### src/rtl/mm2s_burst_scheduler.sv
// mm2s_burst_scheduler: splits a linear read command into 4 KiB-safe AXI4 INCR bursts for the read channel
module mm2s_burst_scheduler #(
  parameter int DMA_DATA_WIDTH_SRC = 64,
  parameter int DMA_AXI_ADDR_WIDTH = 32,
  parameter int CMD_LEN_WIDTH = 24,
  parameter int MAX_BURST_BEATS = 256
) (
  input  logic                          m_axi_aclk,
  input  logic                          m_axi_areset,
  input  logic                          cmd_valid_i,
  output logic                          cmd_ready_o,
  input  logic [DMA_AXI_ADDR_WIDTH-1:0] cmd_addr_i,
  input  logic [CMD_LEN_WIDTH-1:0]      cmd_bytes_i,
  input  logic                          abort_i,
  output logic                          read_start_o,
  output logic [DMA_AXI_ADDR_WIDTH-1:0] read_addr_o,
  output logic [7:0]                    read_len_o,
  output logic [2:0]                    read_size_o,
  input  logic                          read_busy_i,
  output logic                          done_o,
  output logic                          cmd_err_o,
  output logic                          aborted_o,
  output logic [15:0]                   burst_cnt_o
);
  localparam int BEAT_BYTES = DMA_DATA_WIDTH_SRC / 8;
  localparam int SIZE = $clog2(BEAT_BYTES);
  localparam logic [DMA_AXI_ADDR_WIDTH-1:0] AMASK = DMA_AXI_ADDR_WIDTH'(BEAT_BYTES - 1);
  localparam logic [CMD_LEN_WIDTH-1:0] CMASK = CMD_LEN_WIDTH'(BEAT_BYTES - 1);
  typedef enum logic [2:0] {IDLE, CALC, START, WAIT_ACK, WAIT_DONE} state_t;
  state_t state;
  logic [DMA_AXI_ADDR_WIDTH-1:0] cur_addr;
  logic [CMD_LEN_WIDTH-1:0] rem_beats;
  logic [8:0] beats_q;
  logic [12:0] to4k;
  logic [12:0] lim;
  logic [8:0] beats;
  assign cmd_ready_o = state == IDLE;
  assign read_size_o = 3'(SIZE);
  // beats for the next burst: remaining work capped by burst limit and distance to the 4 KiB page end
  always_comb begin
    to4k = (13'd4096 - {1'b0, cur_addr[11:0]}) >> SIZE;
    lim = (to4k < 13'(MAX_BURST_BEATS)) ? to4k : 13'(MAX_BURST_BEATS);
    beats = (32'(rem_beats) < 32'(lim)) ? 9'(rem_beats) : 9'(lim);
  end
  // command acceptance and burst sequencing with registered outputs
  always_ff @(posedge m_axi_aclk) begin
    if (m_axi_areset) begin
      state <= IDLE;
      read_start_o <= 1'b0;
      done_o <= 1'b0;
      cmd_err_o <= 1'b0;
      aborted_o <= 1'b0;
      burst_cnt_o <= '0;
      read_addr_o <= '0;
      read_len_o <= '0;
      cur_addr <= '0;
      rem_beats <= '0;
      beats_q <= '0;
    end else begin
      read_start_o <= 1'b0;
      done_o <= 1'b0;
      cmd_err_o <= 1'b0;
      case (state)
        IDLE: if (cmd_valid_i) begin
          aborted_o <= 1'b0;
          burst_cnt_o <= '0;
          if (|(cmd_addr_i & AMASK) || |(cmd_bytes_i & CMASK)) cmd_err_o <= 1'b1;
          else if (cmd_bytes_i == '0) done_o <= 1'b1;
          else begin
            rem_beats <= cmd_bytes_i >> SIZE;
            cur_addr <= cmd_addr_i;
            state <= CALC;
          end
        end
        CALC: begin
          read_addr_o <= cur_addr;
          read_len_o <= 8'(beats - 9'd1);
          beats_q <= beats;
          state <= START;
        end
        START: begin
          read_start_o <= 1'b1;
          if (~&burst_cnt_o) burst_cnt_o <= burst_cnt_o + 16'd1;
          cur_addr <= cur_addr + (DMA_AXI_ADDR_WIDTH'(beats_q) << SIZE);
          rem_beats <= rem_beats - CMD_LEN_WIDTH'(beats_q);
          state <= WAIT_ACK;
        end
        WAIT_ACK: if (read_busy_i) state <= WAIT_DONE;
        WAIT_DONE: if (!read_busy_i) begin
          if (rem_beats == '0) begin
            done_o <= 1'b1;
            state <= IDLE;
          end else if (abort_i) begin
            done_o <= 1'b1;
            aborted_o <= 1'b1;
            state <= IDLE;
          end else state <= CALC;
        end
        default: state <= IDLE;
      endcase
    end
  end
endmodule

### config.mk
export PLATFORM = sky130hd
export DESIGN_NAME = mm2s_burst_scheduler
export DESIGN_NICKNAME = d
export VERILOG_FILES = /design/src/rtl/mm2s_burst_scheduler.sv
export SDC_FILE = /design/constraint.sdc
export NUM_CORES = 1
export LEC_CHECK = 0
export ABC_AREA = 0
export ABC_CLOCK_PERIOD_IN_PS = 7500
export CAP_MARGIN = 20
export CORE_MARGIN = 2
export CORE_UTILIZATION = 37
export DETAILED_ROUTE_END_ITERATION = 6
export PLACE_DENSITY = 0.64
export REMOVE_ABC_BUFFERS = 1
export SYNTH_ARGS = -nofsm -noshare
export SYNTH_HDL_FRONTEND = slang
export SYNTH_SLANG_ARGS = --single-unit
### constraint.sdc
create_clock -name m_axi_aclk -period 7.5 [get_ports m_axi_aclk]
set_input_delay 0.75 -clock m_axi_aclk [delete_from_list [all_inputs] [get_ports m_axi_aclk]]
set_output_delay 0.75 -clock m_axi_aclk [all_outputs]
set_load 0.02 [all_outputs]
==> impl_metrics.yaml, run 1 <==
global_routing:
  grt_start_max_net_pins: 81
  initial_antenna_violation_count: 0
  global_route.overflow_total: 0
  first_pass_grt_wire_length_mm: 35.0
  grt_util_all_layers_pct: 20.3
  grt_pass1_vias: 6764
sta:
  max_slew.worst_pin.slew_ns: 0.891
  grt_setup_unrepaired: "false"
  final_min_period_ns: 4.54
  skew_ns: 0.00875
  fin_setup_tns_ns: 0
  max-slew-margin-rel_pct: 40.6
  postLayoutSetupSlackWorst_ns: 2.96
  post-route-period-util_pct: 60.5
  report.final.slew_viol_count: 0
  setup-violations-final: 0
  fmax_mhz: 220
  finalHoldViolCount: 0
clocking:
  cts_hold_buf: 0
  tritoncts.num_buffers: 17
  worstSkewPairLatency_ns: 0.42
  cts_htree_levels: 4
  clkTransAtPathRegs_ns: 0.06
  ctsResizeCount: 0
  cts_tree: "yes"
  ctsRootBufferMaster: "clkbuf_16"
  clock_sinks: 128
  deepest_clock_path_buffer_count: 2
  post_cts_buffers: 0
routing:
  met2WireLength_mm: 9.63
  routed_via_density: 5.50
  post_drt_wl_per_cell_um: 16.3
  drt-total-wl_mm: 21.1
  maxUsedRoutingLayer: "met4"
  wl_met1_mm: 10.1
  routed-via-count: 7137
  detailroute.wirelength.met3_mm: 1.16
  ant_nets: 0
  detail_route.drc_violations: 0
  detailedRoute.firstPassIterationCount: 5
  drt_first_iter_violations: 456
synthesis:
  post_synth_num_cell_types: 87
  avgSynthCellArea_um2: 7.93
  netlist_instances: 928
  synth_ff_type: "dfxtp_1"
  synthTopCellsByArea: "dfxtp_1, nand2_1, ha_1"
  number_of_enable_flip_flop_cells_after_synthesis: 0
  synthesis.yosys.warnings: 0
  synth.ff_latch_count: 128
  async_flop_share_pct: 0
  synth_top_area_cell: "dfxtp_1"
  synthesis.area_um2: 7360
  synth-seq-area-share_pct: 34.8
  yosys.area.top_type_share_pct: 34.8
die:
  initial_core_util_pct: 37.8
  io-pin-count: 125
  core_area_um2: 19500
  die-height_um: 145
  area_enclosed_by_the_die_boundary_um2: 21000
  die_w_um: 145
  placement_rows: 51
place:
  dp_cells: 1265
  gpl.final_weighted_congestion: 0.872
  dp.final_hpwl_mm: 14.8
  io_buffer_count: 121
  dpl-instance-area_um2: 8740
  placement.setup.worst_slack_ns: 2.99
layout:
  antenna_cells_inserted: 0
  mostFrequentLayoutCell: "dfxtp_1"
  stdcell_count: 1297
  layout.cells.most_common_list: "dfxtp_1, clkdlybuf4s50_1, nand2_1"
  sequential_cell_area_um2: 2560
  areaGrowthSynthToFinish_pct: 27.5
  multi_input_area_um2: 4440
  finalNetCount: 1111
  fill_count: 1960
  share_of_final_layout_standard_cells_stronger_than_drive_strength_1_pct: 7.56
  design_area_um2: 9380
flow_run:
  timing.max_cap.violations: 0
worst_setup_path:
  setup.worst_path.start_class: "flip-flop"
  data_required_time_of_the_critical_path_ns: 7.81
  worst-endpoint-arrival_ns: 4.85
  critical_path.max_fanout: 21
  r2r_cells: 18
  endpoint_kind: "flip-flop"
  timing.setup.critical_path_class: "flip-flop to flip-flop"
outcome:
  status: "finished clean"
pwr:
  power_switching_w: 0.000504
  clock_power_share_pct: 48.4
  leakagePower_nw: 3.42
  max-vdd-ir-drop_v: 0.000136
  powerDensity_nw_per_um2: 200
  power.share.combinational_pct: 13.9
  post-layout-total-power_w: 0.00188
  switching_share_of_total_power_pct: 26.8
  cell_internal_pwr_w: 0.00137
  seq_power_share_pct: 37.7
hold_path:
  hold_path.class: "flip-flop to flip-flop"
  min_path_cells: 2
-- power by group through the flow --
stage | Combinational [W] | Sequential, W | Clock, W
floorplan | 0.000162 | 0.000720 | 0
global placement | 0.000256 | 0.000723 | 0
detailed placement | 0.000257 | 0.000723 | 0
CTS | 0.000259 | 0.000708 | 0.000922
global route | 0.000287 | 0.000710 | 0.000952
finish | 0.000260 | 0.000709 | 0.000909
-- path summary, 6_finish.rpt --
| check | startpoint | endpoint | slack (ns) |
|---|---|---|---|
| worst max-delay path | cur_addr[3] | read_len_o[6] | 2.96 |
| worst max register to register | cur_addr[3] | read_len_o[6] | 2.96 |
| worst min-delay path | read_addr_o[11] | read_addr_o[11] | 0.45 |
| worst min register to register | read_addr_o[11] | read_addr_o[11] | 0.45 |
-- registers in the layout, summed over array words and instances, names as in the netlist, 3 cells and up --
signal	flops
rem_beats	24
read_addr_o	32
read_len_o	8
state	3
beats_q	9
cur_addr	32
burst_cnt_o	16
-- cell families after synthesis --
group / Yosys count / share of synthesized area, %
buffers and inverters: 93 / 5.19
adders and majority gates: 31 / 5.48
DFF: 128 / 34.8
muxes: 11 / 1.56
xor gates and xnor gates: 36 / 4.29
AOI/OAI and AO/OA: 244 / 22.6
and+or+nand+nor: 383 / 26.0
other: 2 / 0.102
-- layout make-up --
class,count,area share (%)
clock inverters,14,2.20
well taps,265,3.53
clock buffers,18,4.68
repair buffers,130,13.6
inverters,33,1.32
flip-flops and latches,128,27.3
multi-input cells,709,47.3
-- Yosys cell counts (7+ instances only) --
library cell / instances
inv_1: 32
buf_2: 8
a31oi_1: 11
o21ai_0: 34
a311oi_1: 12
o21a_1: 8
nor2b_1: 7
nand2_1: 119
a211oi_1: 22
xnor2_1: 14
and3_1: 17
dfxtp_1: 128
xor2_1: 22
nand3_1: 31
a21oi_1: 69
ha_1: 29
or3_1: 10
mux2i_1: 10
a21o_1: 8
nor4_1: 13
nand4_1: 14
o211ai_1: 9
nor3_1: 34
nor2_1: 92
o21ai_1: 7
clkbuf_1: 41
-- layer usage --
metal	global-route usage, %	vias to the layer above
met5	0	-
met4	5.15	0
met3	4.50	15
met2	32.5	195
met1	27.7	3376
li1	-	3551
-- through the flow --
step	hold slack, ns	util, %
finish	0.450	48.2
global route	0.476	48.2
CTS	0.454	48.2
detailed placement	0.446	44.9
global placement	0.443	44.9
floorplan	0.435	-
-- worst max-delay path, stage by stage (launching register included) --
cell and delay, ns:
dfxtp_1 0.36, or3_1 0.46, or4_4 0.52, or2_4 0.27
and3_4 0.19, inv_1 0.06, ha_1 0.24, a21oi_1 0.14
a21boi_0 0.10, o31ai_1 0.37, nand4b_4 0.39, mux2_4 0.43
ha_1 0.27, inv_1 0.07, nor2_1 0.05, xor2_1 0.13
o21ai_1 0.13, a21oi_1 0.06, a21o_1 0.16
Note: power is estimated with default switching activity, not from simulation.
==> run 2, diff against run 1 <==
Settings changed: ABC_CLOCK_PERIOD_IN_PS 7500 to 4250.
Clock period 7.5 ns to 4.25 ns, I/O delays scaled along.
==> run 2 against run 1 <==
  * Via count rose by 0.42%
  * Worst hold slack improved by 0.0027 ns
  * First-iteration DRC count rose by 21%
  * Clock power rose by 93%
  * Non-clock buffer count rose by 9
  * Combinational power rose by 83%
  * Critical endpoint unchanged
  * Critical path type unchanged
  * Clock-buffer cell count rose by 2
  * Flip-flop and latch count did not move
  * Total power rose by 85%
  * Cell count rose by 0.69%
  * Wire length rose by 1.0%
  * Die area did not move
  * Highest routed layer unchanged
==> impl_metrics.yaml, run 2 (synthesis gave the netlist of run 1 again) <==
layout:
  share_of_final_layout_standard_cells_stronger_than_drive_strength_1_pct: 8.45
  layout.cells.most_common_list: "dfxtp_1, clkdlybuf4s50_1, nand2_1"
  areaGrowthSynthToFinish_pct: 29.6
  registers_with_the_highest_flip_flop_counts: "cur_addr x32, read_addr_o x32, rem_beats x24"
  mostFrequentLayoutCell: "dfxtp_1"
  stdcell_count: 1306
  finalNetCount: 1120
  final_core_utilization_pct: 49.0
  antenna_cells_inserted: 0
die:
  io-pin-count: 125
  core_area_um2: 19500
  die-height_um: 145
  initial_core_util_pct: 37.8
  area_enclosed_by_the_die_boundary_um2: 21000
  placement_rows: 51
  die_w_um: 145
routing:
  routed_via_density: 5.49
  ant_nets: 0
  drt_first_iter_violations: 551
  detail_route.drc_violations: 0
  detailedRoute.firstPassIterationCount: 5
  post_drt_wl_per_cell_um: 16.3
  drt-total-wl_mm: 21.3
  routed-via-count: 7167
global_routing:
  grt_start_max_net_pins: 56
  global_route.overflow_total: 0
  grt_util_all_layers_pct: 20.4
  grt_pass1_vias: 6754
  first_pass_grt_wire_length_mm: 35.0
  initial_antenna_violation_count: 0
hold_path:
  min_path_cells: 2
  whs_endpoint: "read_addr_o[8]"
  hold_path.class: "flip-flop to flip-flop"
  hold_path.startpoint: "read_addr_o[8]"
place:
  gpl.final_weighted_congestion: 0.885
  dp_cells: 1274
  io_buffer_count: 121
  dp.final_hpwl_mm: 15.1
worst_setup_path:
  r2r_cells: 20
  timing.setup.critical_path_class: "flip-flop to flip-flop"
  critical_path.slowest_cell: "or4_4"
  data_required_time_of_the_critical_path_ns: 4.57
  endpoint_kind: "flip-flop"
  worst-endpoint-arrival_ns: 4.33
  rr_startpoint: "cur_addr[0]"
  cp_cell_sequence: "or3_4 -> or4_4 -> or2_4 -> and3_4 -> inv_1 -> ha_1 -> a21oi_1 -> a21boi_0 -> o31ai_2 -> nand4b_4 -> buf_4 -> nor2_2 -> a31oi_2 -> ha_2 -> inv_1 -> nor2_1 -> xor2_1 -> o21ai_1 -> a21oi_1 -> a21o_1"
  regToRegEndpoint: "read_len_o[6]"
  r2r_setup_slack_ns: 0.23
  timing.critical_path.slowest_cell_delay_ns: 0.54
  path_delay_family: "simple AND/OR/NAND/NOR gates"
  critical_path.max_fanout: 6
  setup.worst_path.start_class: "flip-flop"
  timing.critical_path.buf_inv: 3
clocking:
  deepest_clock_path_buffer_count: 2
  post_cts_buffers: 0
  cts_hold_buf: 0
  clkTransAtPathRegs_ns: 0.06
  tritoncts.num_buffers: 17
  worstSkewPairLatency_ns: 0.42
  cts_tree: "yes"
  ctsRootBufferMaster: "clkbuf_16"
  clock_sinks: 128
  ctsResizeCount: 0
  cts_htree_levels: 4
pwr:
  leakagePower_nw: 3.49
  max-vdd-ir-drop_v: 0.000258
  powerDensity_nw_per_um2: 365
sta:
  fmax_mhz: 249
  skew_ns: 0.00864
  grt_setup_unrepaired: "false"
  report.final.slew_viol_count: 0
  max-slew-margin-rel_pct: 39.7
  fin_setup_tns_ns: 0
  finalHoldViolCount: 0
  final_min_period_ns: 4.02
  max_slew.worst_pin.slew_ns: 0.900
  setup-violations-final: 0
  post-route-period-util_pct: 94.5
flow_run:
  timing.max_cap.violations: 0
outcome:
  status: "finished clean"
## run 2: area by class of cell
cell class	count	area (µm²)
clock inverters	12	254
flip-flops and latches	128	2560
inverters	33	124
fillers	1926	9930
multi-input cells	709	4460
clock buffers	20	447
repair buffers	139	1360
well taps	265	332
## run 2: where the power goes
group	switching (W)	total, W	internal (W)
Sequential	0.0000279	0.00125	0.00122
Clock	0.000573	0.00175	0.00118
Combinational	0.000270	0.000476	0.000206
## run 2: worst reg2reg max path, stage by stage, from the launching register on
cell and delay (ns):
dfxtp_1 0.34, or3_4 0.42, or4_4 0.54, or2_4 0.28, and3_4 0.19, inv_1 0.05
ha_1 0.24, a21oi_1 0.16, a21boi_0 0.11, o31ai_2 0.26, nand4b_4 0.18, buf_4 0.20
nor2_2 0.10, a31oi_2 0.05, ha_2 0.23, inv_1 0.06, nor2_1 0.04, xor2_1 0.13
o21ai_1 0.12, a21oi_1 0.05, a21o_1 0.15
## run 2: layer usage
| layer | GRT usage (%) | share of wire (%) |
|---|---|---|
| met2 | 33.3 | 45 |
| met4 | 6.44 | 1.8 |
| met1 | 27.4 | 48 |
| met3 | 3.81 | 4.6 |
| met5 | 0 | 0 |
## run 2: worst max path at each step
stage	from	end	slack [ns]	cells after the start
2_1_floorplan	state[0]	read_len_o[2]	-0.008	3
3_3_place_gp	cur_addr[0]	read_len_o[6]	0.15	20
4_1_cts	cur_addr[0]	read_len_o[6]	0.06	20
6_report	cur_addr[0]	read_len_o[6]	0.23	20
3_5_place_dp	cur_addr[0]	read_len_o[6]	0.07	20
5_1_grt	cur_addr[0]	read_len_o[6]	0.01	21
## run 2: stage by stage
stage          hold WS (ns)  area, µm²  setup WS (ns)  power, W
5_1_grt               0.473       9530         0.0137   0.00360
3_5_place_dp          0.446       8820         0.0713   0.00174
6_report              0.453       9530          0.234   0.00348
3_3_place_gp          0.442       8820          0.154   0.00174
2_1_floorplan         0.435       7110       -0.00797   0.00156
4_1_cts               0.453       9520         0.0646   0.00350
